$ cat config.mk
export PLATFORM = sky130hd
export DESIGN_NAME = regfile_writeback_arbiter
export DESIGN_NICKNAME = d
export VERILOG_FILES = /design/src/rtl/regfile_writeback_arbiter.sv
export SDC_FILE = /design/constraint.sdc
export NUM_CORES = 1
export LEC_CHECK = 0
export CORE_MARGIN = 3
export CORE_UTILIZATION = 40
export CTS_CLUSTER_DIAMETER = 120
export CTS_CLUSTER_SIZE = 12
export DETAILED_ROUTE_END_ITERATION = 12
export PLACE_DENSITY = 0.67
export SETUP_SLACK_MARGIN = 0.02
export SLEW_MARGIN = 20
export SYNTH_ARGS = -nofsm -noshare
export SYNTH_HDL_FRONTEND = slang
export SYNTH_SLANG_ARGS = --single-unit
$ cat constraint.sdc
create_clock -name clk -period 4.7 [get_ports clk]
set_clock_uncertainty 0.05 [all_clocks]
set_input_delay 0.47 -clock clk [delete_from_list [all_inputs] [get_ports clk]]
set_output_delay 0.47 -clock clk [all_outputs]
set_load 0.03 [all_outputs]
$ cat src/rtl/regfile_writeback_arbiter.sv
// Writeback arbiter feeding the single write port of the 32x32 register file.
// ALU results win the port; load results wait in a small FIFO that is forced
// through after STARVE_MAX consecutive ALU grants. Loads that arrive while the
// FIFO is empty and the ALU is idle are written directly without queueing.
module regfile_writeback_arbiter #(
    parameter int DATA_W     = 32,
    parameter int ADDR_W     = 5,
    parameter int FIFO_DEPTH = 4,
    parameter int STARVE_MAX = 8
) (
    input  logic                          clk,
    input  logic                          reset,
    input  logic                          alu_valid,
    output logic                          alu_ready,
    input  logic [ADDR_W-1:0]             alu_reg,
    input  logic [DATA_W-1:0]             alu_data,
    input  logic                          mem_valid,
    output logic                          mem_ready,
    input  logic [ADDR_W-1:0]             mem_reg,
    input  logic [DATA_W-1:0]             mem_data,
    input  logic [ADDR_W-1:0]             query_reg,
    output logic                          query_pending,
    output logic                          regWrite,
    output logic [ADDR_W-1:0]             writeReg,
    output logic [DATA_W-1:0]             writeData,
    output logic [$clog2(FIFO_DEPTH):0]   fifo_count
);

    localparam int PTR_W = $clog2(FIFO_DEPTH);
    localparam int CNT_W = PTR_W + 1;
    localparam int STV_W = $clog2(STARVE_MAX + 1);

    logic [ADDR_W-1:0] r_fifo_reg  [FIFO_DEPTH];
    logic [DATA_W-1:0] r_fifo_data [FIFO_DEPTH];
    logic [PTR_W-1:0]  r_wr_ptr;
    logic [PTR_W-1:0]  r_rd_ptr;
    logic [CNT_W-1:0]  r_count;
    logic [STV_W-1:0]  r_starve;
    logic              r_reg_write;
    logic [ADDR_W-1:0] r_write_reg;
    logic [DATA_W-1:0] r_write_data;

    logic              w_empty;
    logic              w_full;
    logic              w_force;
    logic              w_alu_xfer;
    logic              w_mem_xfer;
    logic              w_grant_alu;
    logic              w_grant_fifo;
    logic              w_grant_byp;
    logic              w_enq;
    logic              w_deq;
    logic              w_grant;
    logic [ADDR_W-1:0] w_sel_reg;
    logic [DATA_W-1:0] w_sel_data;
    logic              w_query_hit;
    logic [PTR_W-1:0]  w_off;

    // The starve counter only advances while the FIFO holds data, so a forced
    // cycle always has a head entry to grant; the empty term is belt-and-braces.
    assign w_empty    = (r_count == '0);
    assign w_full     = (r_count == CNT_W'(FIFO_DEPTH));
    assign w_force    = !w_empty && (r_starve == STV_W'(STARVE_MAX));

    assign alu_ready  = !w_force;
    assign mem_ready  = !w_full;
    assign w_alu_xfer = alu_valid && alu_ready;
    assign w_mem_xfer = mem_valid && mem_ready;

    assign w_grant_alu  = w_alu_xfer;
    assign w_grant_fifo = !w_alu_xfer && !w_empty;
    assign w_grant_byp  = !w_alu_xfer && w_empty && w_mem_xfer;
    assign w_enq        = w_mem_xfer && !w_grant_byp;
    assign w_deq        = w_grant_fifo;

    // Select the single winning source for this cycle's write port.
    always_comb begin
        w_grant    = 1'b0;
        w_sel_reg  = '0;
        w_sel_data = '0;
        if (w_grant_alu) begin
            w_grant    = 1'b1;
            w_sel_reg  = alu_reg;
            w_sel_data = alu_data;
        end else if (w_grant_fifo) begin
            w_grant    = 1'b1;
            w_sel_reg  = r_fifo_reg[r_rd_ptr];
            w_sel_data = r_fifo_data[r_rd_ptr];
        end else if (w_grant_byp) begin
            w_grant    = 1'b1;
            w_sel_reg  = mem_reg;
            w_sel_data = mem_data;
        end
    end

    // RAW hazard lookup: match query_reg against occupied FIFO slots only.
    always_comb begin
        w_query_hit = 1'b0;
        w_off       = '0;
        for (int i = 0; i < FIFO_DEPTH; i++) begin
            w_off = PTR_W'(i) - r_rd_ptr;
            if (({1'b0, w_off} < r_count) && (r_fifo_reg[i] == query_reg))
                w_query_hit = 1'b1;
        end
    end

    assign query_pending = w_query_hit && (query_reg != '0);

    // FIFO payload storage; contents are don't-care outside the occupied window.
    always_ff @(posedge clk) begin
        if (w_enq) begin
            r_fifo_reg[r_wr_ptr]  <= mem_reg;
            r_fifo_data[r_wr_ptr] <= mem_data;
        end
    end

    // FIFO pointers and occupancy; pointers wrap naturally at the power-of-2 depth.
    always_ff @(posedge clk or negedge reset) begin
        if (!reset) begin
            r_wr_ptr <= '0;
            r_rd_ptr <= '0;
            r_count  <= '0;
        end else begin
            if (w_enq) r_wr_ptr <= r_wr_ptr + PTR_W'(1);
            if (w_deq) r_rd_ptr <= r_rd_ptr + PTR_W'(1);
            case ({w_enq, w_deq})
                2'b10:   r_count <= r_count + CNT_W'(1);
                2'b01:   r_count <= r_count - CNT_W'(1);
                default: r_count <= r_count;
            endcase
        end
    end

    // Count consecutive ALU wins over a waiting FIFO; any FIFO grant or an empty FIFO clears it.
    always_ff @(posedge clk or negedge reset) begin
        if (!reset) begin
            r_starve <= '0;
        end else if (w_grant_fifo || w_empty) begin
            r_starve <= '0;
        end else if (w_grant_alu) begin
            r_starve <= r_starve + STV_W'(1);
        end
    end

    // Register the granted write; writes to r0 are consumed without asserting regWrite.
    always_ff @(posedge clk or negedge reset) begin
        if (!reset) begin
            r_reg_write  <= 1'b0;
            r_write_reg  <= '0;
            r_write_data <= '0;
        end else begin
            r_reg_write <= w_grant && (w_sel_reg != '0);
            if (w_grant) begin
                r_write_reg  <= w_sel_reg;
                r_write_data <= w_sel_data;
            end
        end
    end

    assign regWrite   = r_reg_write;
    assign writeReg   = r_write_reg;
    assign writeData  = r_write_data;
    assign fifo_count = r_count;

endmodule

==> results.yml <==
layout:
  drive_gt1_share_pct: 13.6
  final_common_cell: "edfxtp_1"
  fill_cells: 1647
  num-nets-final: 729
  diodes: 0
  largest_register_ffs: 128
  mostFrequentLayoutCells: "edfxtp_1 (148), clkdlybuf4s50_1 (125), dfrtp_1 (47)"
  postLayoutCellArea_um2: 10300
  area_growth_syn_to_layout_pct: 25.9
synth:
  synth.area.top_cells: "edfxtp_1 (54%), dfrtp_1 (15%), mux4_2 (10%), a22oi_1 (2.9%), xnor2_1 (2.6%)"
  synth_ff_type: "edfxtp_1"
  synth_async_sr_flop_share_pct: 24.9
  synthDistinctLibCells: 43
  synth_edf_count: 148
  yosysWarnings: 0
  syn_avg_cell_area_um2: 16.0
  synth-seq-cells: 197
  synth_largest_area_cell: "edfxtp_1"
  netlist_instances: 512
  syn_area_um2: 8210
  synth_top_cell_area_share_pct: 54.1
  seq_area_frac_synth_pct: 69.1
  synthesis.nets: 607
setup_path:
  cp_max_fo: 42
  reg2reg_depth: 11
  cp_slowest_cell: "clkdlybuf4s50_1"
  crit_start: "r_rd_ptr[0]$_DFFE_PN0N_"
  crit_family: "buffers and inverters"
  r2r_start: "fifo_count[2]$_DFFE_PN0P_"
  cp-start-kind: "flip-flop"
  cp_cell_sequence: "buf_4 > nand2_1 > a21oi_1 > o2111ai_1 > o22ai_1 > o22a_1 > clkdlybuf4s50_1"
  crit_arrival_ns: 2.83
  required_ns: 4.18
  reg2reg_to: "fifo_count[2]$_DFFE_PN0P_"
  path_class: "flip-flop to output port"
  crit_buf_inv: 2
  end_kind: "output port"
  cpPeakStageDelay_ns: 0.67
  reg2reg_slack_ns: 1.73
sta:
  drv_slew: 0
  rsz0062_at_grt: "false"
  fmax_mhz: 298
  fin_ws_ns: 1.35
  finalSetupViolCount: 0
  finalHoldViolCount: 0
  post-route-min-period_ns: 3.35
  worst-slew-pin-transition_ns: 1.03
  slew_headroom_pct: 31.3
  fin_crit_sh_pct: 71.4
  finalSetupTns_ns: 0
drt:
  avgViaCountPerCell: 5.31
  wire_per_inst_um: 19.6
  topRoutingLayerUsed: "met4"
  wl_met1_mm: 8.14
  wl_met3_um: 793
  ant_nets: 0
  routed-via-count: 4842
  drtPass1Iterations: 4
  routed_wirelength_mm: 17.9
  wl_met2_mm: 8.81
  drt_iter0_markers: 458
  drc: 0
global_route:
  grt_pass1_vias: 5108
  groute.usage.overall_pct: 16.5
  antenna_found_initial: 0
  gr-total-overflow: 0
  grt_pass1_wl_mm: 28.2
  grt_max_degree: 50
clocking:
  cts-root-buf: "clkbuf_16"
  clock_sinks: 197
  cts.htree.levels: 4
  clkTransAtPathRegs_ns: 0.07
  cts_tree: "done"
  cts_buffers: 17
  insertion_delay_ns: 0.42
  cts_resized: 0
  post_cts.repair.setup_buffers: 0
  clock_tree.buffer_depth: 2
  cts_hold_buf: 0
placement:
  io_buffers: 126
  dpl_cell_area_um2: 9700
  place_congestion: 0.827
  dp_hpwl_mm: 11.3
  pre_cts_slack_ns: 1.44
pwr:
  ir_worst_vdd_mv: 0.332
  p_per_area_nw_per_um2: 600
  power_leakage_nw: 3.60
floorplan:
  coreArea_um2: 19800
  die_y_um: 149
  rows: 51
  start_util_pct: 41.5
  boundaryPins: 127
  die-area_um2: 22300
  die_w_um: 149
min_path:
  min_path_type: "input pin to asynchronous set/reset pin"
status:
  status: "completed"
flow_run:
  max-cap-violations: 0
## power by group
group | switching, mW | internal [mW]
registers | 0.206 | 2.36
logic | 1.21 | 0.949
clock network | 0.617 | 0.868
## metal layers
layer  track usage [%]  vias to the layer above
met5                 0                        -
met4              4.49                        0
met3              3.40                       18
met2              26.7                      159
met1              22.8                     2451
li1                  -                     2214
## cells in the mapped netlist (9+ instances only)
cell type and count:
a21oi_1 36, a22oi_1 32, buf_2 9, clkbuf_1 14, dfrtp_1 49, edfxtp_1 148, ha_1 11, inv_1 13
mux4_2 37, nand2_1 18, nor2_1 39, o21ai_0 29, xnor2_1 24
## logic make-up after synthesis
group | Yosys count | share of synthesized area [%]
buffers and inverters | 44 | 2.47
AO/OA/AOI/OAI | 118 | 9.16
XOR/XNOR | 29 | 3.09
flip-flops | 197 | 69.1
AND/OR/NAND/NOR | 74 | 4.01
multiplexers | 38 | 10.3
adder cells (fa/ha/maj) | 12 | 1.92
## stage by stage
step | util (%) | power (mW) | hold WS, ns | instances
2_1_floorplan | - | 3.99 | 0.124 | 512
3_3_place_gp | 49.1 | 4.72 | 0.412 | 879
6_report | 52.3 | 6.20 | 0.132 | 912
5_1_grt | 52.3 | 6.53 | 0.184 | 912
3_5_place_dp | 49.1 | 4.78 | 0.425 | 879
4_1_cts | 52.1 | 6.28 | 0.154 | 911
## final cells by class
class                   count  area, µm²  area share [%]
clock buffers              21        460            4.45
repair buffers            134       1340            12.9
flip-flops and latches    197       5670            54.9
inverters                  13       48.8           0.472
multi-input cells         271       2340            22.7
clock inverters            11        148            1.43
well taps                 265        332            3.21
## worst max-delay path by stage
stage / endpoint / slack, ns / depth (start not counted)
2_1_floorplan: r_fifo_data[0][0]$_DFFE_PP_ / 1.91 / 5
3_3_place_gp: r_fifo_data[0][4]$_DFFE_PP_ / 1.55 / 5
3_5_place_dp: r_fifo_data[0][4]$_DFFE_PP_ / 1.44 / 5
4_1_cts: query_pending / 1.25 / 7
5_1_grt: query_pending / 1.10 / 7
6_report: query_pending / 1.35 / 7
Power figures use the tool's default switching activity.
